**src/rtl/ctrl_stim_pkg.sv**
```systemverilog
// Shared opcode table, class/state enums and expected control-unit response for the stimulus sequencer.
// Pure definitions: no latency and no flow control.
package ctrl_stim_pkg;

  localparam logic [6:0] OPC_I  = 7'h13;
  localparam logic [6:0] OPC_R  = 7'h33;
  localparam logic [6:0] OPC_S  = 7'h23;
  localparam logic [6:0] OPC_SB = 7'h63;
  localparam logic [6:0] OPC_U  = 7'h37;
  localparam logic [6:0] OPC_UJ = 7'h6F;
  localparam int NUM_CLS = 6;

  typedef enum logic [2:0] {
    CLS_I  = 3'd0,
    CLS_R  = 3'd1,
    CLS_S  = 3'd2,
    CLS_SB = 3'd3,
    CLS_U  = 3'd4,
    CLS_UJ = 3'd5
  } cls_e;

  typedef enum logic [1:0] {
    ST_IDLE  = 2'd0,
    ST_DRIVE = 2'd1,
    ST_CHECK = 2'd2,
    ST_DONE  = 2'd3
  } state_e;

  typedef struct packed {
    logic [5:0] en_vec;
    logic       rwr_en;
  } exp_t;

  function automatic logic [6:0] cls_opcode(cls_e c);
    case (c)
      CLS_R:   return OPC_R;
      CLS_S:   return OPC_S;
      CLS_SB:  return OPC_SB;
      CLS_U:   return OPC_U;
      CLS_UJ:  return OPC_UJ;
      default: return OPC_I;
    endcase
  endfunction

  function automatic exp_t cls_expect(cls_e c);
    exp_t e;
    e.en_vec = 6'b000001 << c;
    e.rwr_en = !(c == CLS_S || c == CLS_SB);
    return e;
  endfunction

  // Shift-immediate (I f3=5) and add/sub, shift-right (R f3=0/5) get a second func7 variant
  function automatic logic has_alt(cls_e c, logic [2:0] f3);
    return ((c == CLS_I) && (f3 == 3'd5)) ||
           ((c == CLS_R) && ((f3 == 3'd0) || (f3 == 3'd5)));
  endfunction

endpackage

```
**src/rtl/ctrl_stim_gen.sv**
```systemverilog
// Combinational vector walker: from the current class/func3/alt state, gives the next vector and whether this is the last.
// Zero latency; no flow control (the caller decides when to advance).
module ctrl_stim_gen
  import ctrl_stim_pkg::*;
#(
  parameter logic [5:0] OPC_MASK = 6'b111111
) (
  input  logic [2:0] cls_i,
  input  logic [2:0] func3_i,
  input  logic       alt_i,
  output logic       any_o,
  output logic [2:0] first_cls_o,
  output logic [2:0] nxt_cls_o,
  output logic [2:0] nxt_func3_o,
  output logic       nxt_alt_o,
  output logic       last_o
);

  logic [2:0] later_cls;
  logic       later_vld;

  assign any_o = |OPC_MASK;

  always_comb begin
    first_cls_o = 3'd0;
    later_cls   = 3'd0;
    later_vld   = 1'b0;
    // Descending scan so the lowest matching class wins
    for (int i = NUM_CLS - 1; i >= 0; i--) begin
      if (OPC_MASK[i]) begin
        first_cls_o = 3'(i);
        if (i > int'(cls_i)) begin
          later_cls = 3'(i);
          later_vld = 1'b1;
        end
      end
    end
  end

  always_comb begin
    nxt_cls_o   = cls_i;
    nxt_func3_o = func3_i;
    nxt_alt_o   = 1'b0;
    last_o      = 1'b0;
    if (!alt_i && has_alt(cls_e'(cls_i), func3_i)) begin
      nxt_alt_o = 1'b1;
    end else if (func3_i != 3'd7) begin
      nxt_func3_o = func3_i + 3'd1;
    end else begin
      nxt_func3_o = 3'd0;
      nxt_cls_o   = later_cls;
      last_o      = !later_vld;
    end
  end

endmodule

```
**src/rtl/ctrl_stim_seq.sv**
```systemverilog
// Control-unit stimulus sequencer/checker; vector appears 1 cycle after start, each held HOLD_CYCLES+1 cycles, no backpressure.
// Checker, mismatch counter and err_o exist only when CTRL_STIM_CHECK_EN is defined; otherwise they read 0.
module ctrl_stim_seq
  import ctrl_stim_pkg::*;
#(
  parameter int         HOLD_CYCLES = 10,
  parameter logic [5:0] OPC_MASK    = 6'b111111,
  parameter logic [6:0] F7_ALT      = 7'h20,
  parameter int         CNT_W       = 16
) (
  input  logic             clk_i,
  input  logic             rst_ni,
  input  logic             start_i,
  input  logic             abort_i,
  output logic [6:0]       opcode_o,
  output logic [2:0]       func3_o,
  output logic [6:0]       func7_o,
  output logic             vec_valid_o,
  output logic             busy_o,
  output logic             done_o,
  output logic [5:0]       vec_idx_o,
  input  logic [5:0]       en_vec_i,
  input  logic             rwr_en_i,
  output logic [CNT_W-1:0] mismatch_cnt_o,
  output logic             err_o
);

  localparam int HW = $clog2(HOLD_CYCLES);
  localparam logic [HW-1:0] HOLD_LAST = HW'(HOLD_CYCLES - 1);

  state_e            state_q,  state_d;
  logic [HW-1:0]     hold_q,   hold_d;
  logic [2:0]        cls_q,    cls_d;
  logic [2:0]        func3_q,  func3_d;
  logic              alt_q,    alt_d;
  logic [6:0]        opcode_q, opcode_d;
  logic [6:0]        func7_q,  func7_d;
  logic              vld_q,    vld_d;
  logic              busy_q,   busy_d;
  logic              done_q,   done_d;
  logic [5:0]        idx_q,    idx_d;
  logic [CNT_W-1:0]  cnt_q,    cnt_d;
  logic              err_q,    err_d;

  logic       gen_any, gen_nxt_alt, gen_last;
  logic [2:0] gen_first, gen_nxt_cls, gen_nxt_func3;
  logic       chk_fail;

  ctrl_stim_gen #(.OPC_MASK(OPC_MASK)) u_gen (
    .cls_i       (cls_q),
    .func3_i     (func3_q),
    .alt_i       (alt_q),
    .any_o       (gen_any),
    .first_cls_o (gen_first),
    .nxt_cls_o   (gen_nxt_cls),
    .nxt_func3_o (gen_nxt_func3),
    .nxt_alt_o   (gen_nxt_alt),
    .last_o      (gen_last)
  );

`ifdef CTRL_STIM_CHECK_EN
  exp_t exp_w;
  assign exp_w    = cls_expect(cls_e'(cls_q));
  assign chk_fail = (en_vec_i != exp_w.en_vec) || (rwr_en_i != exp_w.rwr_en);
`else
  logic unused_cu;
  assign unused_cu = ^{en_vec_i, rwr_en_i};
  assign chk_fail  = 1'b0;
`endif

  always_comb begin
    state_d  = state_q;
    hold_d   = hold_q;
    cls_d    = cls_q;
    func3_d  = func3_q;
    alt_d    = alt_q;
    opcode_d = opcode_q;
    func7_d  = func7_q;
    vld_d    = vld_q;
    busy_d   = busy_q;
    done_d   = done_q;
    idx_d    = idx_q;
    cnt_d    = cnt_q;
    err_d    = err_q;
    if (abort_i) begin
      state_d = ST_IDLE;
      hold_d  = '0;
      vld_d   = 1'b0;
      busy_d  = 1'b0;
      done_d  = 1'b0;
    end else begin
      case (state_q)
        ST_IDLE, ST_DONE: begin
          if (start_i) begin
            hold_d = '0;
            idx_d  = 6'd0;
            cnt_d  = '0;
            err_d  = 1'b0;
            done_d = 1'b0;
            if (gen_any) begin
              state_d  = ST_DRIVE;
              cls_d    = gen_first;
              func3_d  = 3'd0;
              alt_d    = 1'b0;
              opcode_d = cls_opcode(cls_e'(gen_first));
              func7_d  = 7'h00;
              vld_d    = 1'b1;
              busy_d   = 1'b1;
            end else begin
              state_d = ST_DONE;
              done_d  = 1'b1;
            end
          end
        end
        ST_DRIVE: begin
          if (hold_q == HOLD_LAST) state_d = ST_CHECK;
          else                     hold_d  = hold_q + HW'(1);
        end
        ST_CHECK: begin
          // One count per failed vector, sticking at all-ones
          if (chk_fail) begin
            err_d = 1'b1;
            if (~&cnt_q) cnt_d = cnt_q + CNT_W'(1);
          end
          hold_d = '0;
          if (gen_last) begin
            state_d = ST_DONE;
            done_d  = 1'b1;
            busy_d  = 1'b0;
            vld_d   = 1'b0;
          end else begin
            state_d  = ST_DRIVE;
            cls_d    = gen_nxt_cls;
            func3_d  = gen_nxt_func3;
            alt_d    = gen_nxt_alt;
            opcode_d = cls_opcode(cls_e'(gen_nxt_cls));
            func7_d  = gen_nxt_alt ? F7_ALT : 7'h00;
            idx_d    = idx_q + 6'd1;
          end
        end
        default: state_d = ST_IDLE;
      endcase
    end
  end

  always_ff @(posedge clk_i or negedge rst_ni) begin
    if (!rst_ni) begin
      state_q  <= ST_IDLE;
      hold_q   <= '0;
      cls_q    <= CLS_I;
      func3_q  <= 3'd0;
      alt_q    <= 1'b0;
      opcode_q <= OPC_I;
      func7_q  <= 7'h00;
      vld_q    <= 1'b0;
      busy_q   <= 1'b0;
      done_q   <= 1'b0;
      idx_q    <= 6'd0;
      cnt_q    <= '0;
      err_q    <= 1'b0;
    end else begin
      state_q  <= state_d;
      hold_q   <= hold_d;
      cls_q    <= cls_d;
      func3_q  <= func3_d;
      alt_q    <= alt_d;
      opcode_q <= opcode_d;
      func7_q  <= func7_d;
      vld_q    <= vld_d;
      busy_q   <= busy_d;
      done_q   <= done_d;
      idx_q    <= idx_d;
      cnt_q    <= cnt_d;
      err_q    <= err_d;
    end
  end

  assign opcode_o       = opcode_q;
  assign func3_o        = func3_q;
  assign func7_o        = func7_q;
  assign vec_valid_o    = vld_q;
  assign busy_o         = busy_q;
  assign done_o         = done_q;
  assign vec_idx_o      = idx_q;
  assign mismatch_cnt_o = cnt_q;
  assign err_o          = err_q;

endmodule
```
**config.mk**
```make
export PLATFORM = sky130hd
export DESIGN_NAME = ctrl_stim_seq
export DESIGN_NICKNAME = d
export VERILOG_FILES = /design/src/rtl/ctrl_stim_pkg.sv /design/src/rtl/ctrl_stim_gen.sv /design/src/rtl/ctrl_stim_seq.sv
export SDC_FILE = /design/constraint.sdc
export NUM_CORES = 1
export LEC_CHECK = 0
export CORE_MARGIN = 1.5
export CORE_UTILIZATION = 30
export CTS_CLUSTER_SIZE = 28
export DETAILED_ROUTE_END_ITERATION = 16
export HOLD_SLACK_MARGIN = 0.05
export PLACE_DENSITY = 0.66
export SLEW_MARGIN = 20
export SYNTH_ARGS = -nofsm -noshare
export SYNTH_HDL_FRONTEND = slang
export SYNTH_SLANG_ARGS = --single-unit
```
**constraint.sdc**
```tcl
create_clock -name clk_i -period 4.3 [get_ports clk_i]
set_clock_uncertainty 0.05 [all_clocks]
set_input_delay 0.86 -clock clk_i [delete_from_list [all_inputs] [get_ports clk_i]]
set_output_delay 0.86 -clock clk_i [all_outputs]
set_load 0.05 [all_outputs]
```
# Yosys cells after proc, flatten, opt, wreduce, memory -nomap -nowiden
# Cells that the tools add are included.
# W data, S select, Z words.
# totals
elab_cells	108
reg_bits	35
out_inout_bits	43
# classes
n_addsub	3
n_lt_le_gt_ge	5
reduce_logical	18
bitwise_logic	1
eq_ne	19
n_mux	52
# op_table
operator	n
$mux W3	12
$pmux W7 S5	1
$mux W7	4
$pmux W7 S2	2
$mux W6	3
$mux W1	15
$ne A3 B3 Y1 const B	5
$mux W4	3
$pmux W3 S2	2
$pmux W4 S3	1
$pmux W6 S2	1
$eq A3 B3 Y1 const B	3
$mux W2	4
$add A6 B1 Y6 const B	1
$eq A3 B1 Y1 const B	2
$eq A3 B2 Y1 const B	2
$gt A2 B3 Y1 const A	2
$gt A3 B3 Y1 const A	2
$logic_not A3 Y1	2
$ne A2 B2 Y1 const B	3
$pmux W1 S2	3
$pmux W2 S3	1
$reduce_and A5 Y1	1
$add A4 B1 Y4 const B	1
16 further kinds	22

# Logic depth before layout (Yosys ltp)
# depth
word_depth	12
depth_mapped	8
ltp_nobuf	7

# By module
# From an unflattened synthesis, not the netlist that was laid out.
# unflattened
cells_unflattened	226
area_unflattened_um2	1924.3
# modules_own_cells
mod	n_inst	seq_area_each_um2	area_each_um2	cells_each
ctrl_stim_seq	1	651.9	1641.6	190
ctrl_stim_gen	1	0.0	282.8	36

# Least setup slack after synthesis
# No wires, ideal clock.
# synth_path
path_kind	reg2reg
startpoint	reg func3_q[0], in the netlist func3_o[0]
endpoint	reg opcode_q[4], in the netlist opcode_o[4]
required_time_ns	4.159
period_less_slack_ns	2.192
t_arrival_ns	2.050
path_slack_ns	2.108
path_stages_with_launch	8
path_buffers	0
setup_time_ns	0.091
cell_sequence	dfrtp_1 -> ha_1 -> ha_1 -> o2111ai_2 -> nor4b_4 -> and2_1 -> a21o_1 -> a21oi_1
# synth_via
elab_chain_len	10
# synth_rtl
element	line_no	source
start, declared	ctrl_stim_seq.sv:34	logic [2:0] func3_q, func3_d;
start signal, assigned	ctrl_stim_seq.sv:165	func3_q <= func3_d;
$eq A3 B3 Y1 or $logic_not A3 Y1 (tied branches)	ctrl_stim_pkg.sv:54, ctrl_stim_pkg.sv:55	
$logic_or A1 B1 Y1	ctrl_stim_pkg.sv:55	((c == CLS_R) && ((f3 == 3'd0) || (f3 == 3'd5)));
$logic_and A1 B1 Y1	ctrl_stim_pkg.sv:55	
$logic_or A1 B1 Y1	ctrl_stim_pkg.sv:54	return ((c == CLS_I) && (f3 == 3'd5)) ||
$logic_and A1 B1 Y1	ctrl_stim_gen.sv:45	if (!alt_i && has_alt(cls_e'(cls_i), func3_i)) begin
$mux W3	ctrl_stim_gen.sv:45	
$eq A3 B3 Y1, or another cell as far along	ctrl_stim_pkg.sv:35	case (c)
$pmux W7 S5	ctrl_stim_pkg.sv:35	
$mux W7	ctrl_stim_seq.sv:126	if (gen_last) begin
$pmux W7 S2	ctrl_stim_seq.sv:92	case (state_q)
end signal, assigned	ctrl_stim_seq.sv:167	opcode_q <= opcode_d;
end, declared	ctrl_stim_seq.sv:36	logic [6:0] opcode_q, opcode_d;
# Parallel ways exist; a longest one is shown, timed or not. The select of a mux whose other input is x is not followed.
# A chain may end at the register's enable or synchronous reset.

# Final worst setup path
# layout_path
startpoint	in start_i
endpoint	reg opcode_q[5], in the netlist opcode_o[5]
# layout_via
elab_chain_len	2
# layout_rtl
element	line_no	source
start, declared	ctrl_stim_seq.sv:13	input logic start_i,
$ne A2 B2 Y1 (no source line)	-	
$reduce_and A4 Y1 (no source line)	-	
# No other way between the ends.

==> summary.txt <==
CTS
  – Clock sink total: 26
  – Hold-fix buffer count after cts: 0
  – Clock latency of the later-clocked register in the worst-skew pair: 270 ps
  – Number of buffers between clock root and the deepest sink: 2
  – Setup fix buffers added after clock tree synthesis: 0
  – Clock tree from TritonCTS: done
  – Total of cells resized after clock tree synthesis: 0
  – Clock H-tree levels: 1
  – Num CTS Buffers: 3
  – Clock transition at the registers of the reported paths: 90 ps
  – Root Driver: sky130_fd_sc_hd__clkbuf_8

Cells and area
  – Utilization after layout: 35.4%
  – Filler cell count: 567
  – Layout overhead on the synthesized area: 13.4%
  – Footprint of the multi-input gates: 887 µm²
  – Number of nets in the final layout: 222
  – Most frequent cells in the layout: 25 x sky130_fd_sc_hd__conb_1, 25 x sky130_fd_sc_hd__dfrtp_1, 21 x sky130_fd_sc_hd__clkdlybuf4s50_1
  – Count of inserted antenna diode cells: 0
  – Sequential cell area in the final layout: 652 µm²
  – Share of post-route cells with drive strength above 1: 7.46%

Synth
  – Count of flip-flops with a built-in enable after synthesis: 0
  – Most frequently used flop master after synthesis: sky130_fd_sc_hd__dfrtp_1
  – Post-Syn Area per Cell: 9.31 µm²
  – Number of distinct standard cells referenced by the synthesized netlist: 48
  – Fraction of registers with async set/reset: 100%
  – Synth Warn #: 0
  – Area of the mapped netlist: 0.00172 mm²
  – Register bit count reported by yosys: 26
  – Seq/Total Area, Yosys: 37.9%
  – Cell count after synthesis: 185

Flow run
  – Max-cap violations: 0

Global route
  – Wire length of the first global-routing pass: 5260 µm
  – Congestion Overflow GR: 0
  – Antenna violations before repair: 0
  – Via count of the first global-routing pass: 1139
  – Largest net degree at the start of global routing: 27
  – Global router's overall resource usage: 10.6%

Min path
  – Hold worst-path end: opcode_o[3]
  – Path class of the lowest-slack min-delay path: register to register
  – Number of stages on the worst hold path: 1
  – Hold_sp: opcode_o[3]

Timing
  – Clock period minus worst slack: 2560 ps
  – Min Hold Slack: 460 ps
  – Maximum clock rate: 390 MHz
  – Max Transition Viols Final: 0
  – Post-route fraction of the period consumed by the critical path: 59.6%
  – Setup violation total in the final timing report: 0
  – Setup TNS: 0 ps
  – Relative slew slack: 48.1%
  – Worst-Margin Slew: 771 ps
  – Final hold violation count: 0
  – Unrepaired setup endpoints after global routing: false

Power and ir drop
  – Power consumption: 0.000665 W
  – Ratio of total power to cell area: 341 mW/mm²
  – Maximum vdd drop: 0.127 mV
  – Standby leakage power: 0.904 nW

Worst setup path
  – Setup crit start kind: primary input
  – Endpoint arrival time on the critical path: 2680 ps
  – Required time at the worst-slack endpoint: 4420 ps
  – Slack of the worst reg-to-reg path: 1970 ps
  – Top fanout value on the critical path: 10
  – Reg2Reg Capture Point: opcode_o[5]
  – Critical R2R Launch: state_q[0]
  – Category of the critical setup timing path: primary input to register
  – Worst R2R Path Depth: 7
  – Critical Path Sink Type: register

Detailed routing
  – Via count normalized by instance count: 4.60
  – Iteration count of the initial detailed-routing pass: 4
  – DR iter-0 viols: 73
  – Via Count: 1257
  – DRC: 0
  – WL/cell: 10.9 µm
  – Wirelength, routed: 2980 µm
  – Antenna Violating Nets Remaining: 0

Floorplanning
  – I/O pins: 54
  – Core box area: 0.00551 mm²
  – Initial standard-cell utilization of the core: 31.3%
  – Die span in y: 78.8 µm
  – Die Outline Area: 0.00620 mm²
  – Die width: 78.8 µm
  – Number of rows created at floorplan: 27

Placement
  – IO Port Bufs: 21
  – DPL Wire Length: 2250 µm
  – Gpl congestion: 0.745

Outcome
  – Result of the run: complete, no violations
[critical path: stages]
cell and delay, ps:
sky130_fd_sc_hd__clkdlybuf4s50_1 420, sky130_fd_sc_hd__nor2b_1 600, sky130_fd_sc_hd__nor3_1 180, sky130_fd_sc_hd__o2111a_2 220
sky130_fd_sc_hd__nor2b_4 130, sky130_fd_sc_hd__a221o_1 260
[per-layer routing]
layer | routed length, µm | vias up | GRT usage [%]
met4 | 51 | 0 | 4.29
met5 | 0 | - | 0
met2 | 1360 | 30 | 16.9
met1 | 1420 | 603 | 13.9
li1 | - | 619 | -
met3 | 152 | 5 | 2.41
[area by class of cell]
class / count / share of cell area (%)
Clock buffer: 3 / 2.12
Sequential cell: 26 / 33.4
Multi-Input combinational cell: 140 / 45.4
Clock inverter: 1 / 1.54
Tap cell: 72 / 4.62
Inverter: 9 / 1.73
Timing Repair Buffer: 22 / 11.2
[report_power, final]
part	internal [W]	total (W)	switching, W
registers	0.000256	0.000270	0.0000137
logic	0.0000520	0.000193	0.000141
clock network	0.000125	0.000202	0.0000775
[logic make-up after synthesis]
kind of cell / Yosys count / share of synthesized area (%)
AND/OR/NAND/NOR: 58 / 18.1
buffers and inverters: 42 / 15.6
AO/OA/AOI/OAI: 41 / 17.6
flip-flops: 26 / 37.9
adder cells (fa/ha/maj): 9 / 6.54
XOR/XNOR: 4 / 2.03
multiplexers: 3 / 1.82
other: 2 / 0.436
[sequential cells by signal, summed over array words and instances, names as in the netlist]
| name | cells |
|---|---|
| cls_q | 3 |
| state_q | 2 |
| opcode_o | 5 |
| done_o | 1 |
| func3_o | 3 |
| vec_idx_o | 6 |
| hold_q | 4 |
| func7_o | 1 |
| busy_o | 1 |
[Yosys cell counts (all sizes together), types with 4 or more instances]
master,n,area [µm²]
xor2,4,35.0
buf,30,224
o21ai,11,55.1
nor2,14,52.6
nor2b,4,32.5
inv,9,33.8
nand2,17,63.8
a22o,4,35.0
a21oi,6,30.0
dfrtp,25,626
nand2b,4,25.0
ha,9,113
[worst max-delay path by stage]
stage	start	to	slack (ps)	depth (start not counted)
after floorplan	func3_o[0]	opcode_o[4]	2110	7
after global placement	start_i	opcode_o[5]	1430	6
after detailed placement	start_i	opcode_o[5]	1430	6
after CTS	start_i	opcode_o[5]	1730	6
after global routing	start_i	opcode_o[5]	1590	6
final	start_i	opcode_o[5]	1740	6
[per-stage QoR]
stage,instance area (µm²),instances,setup WS [ps]
after CTS,1950,273,1730
after floorplan,1810,208,2110
after detailed placement,1880,269,1430
after global placement,1880,269,1430
final,1950,273,1740
after global routing,1950,273,1590
Note: power is estimated with default switching activity, not from simulation.
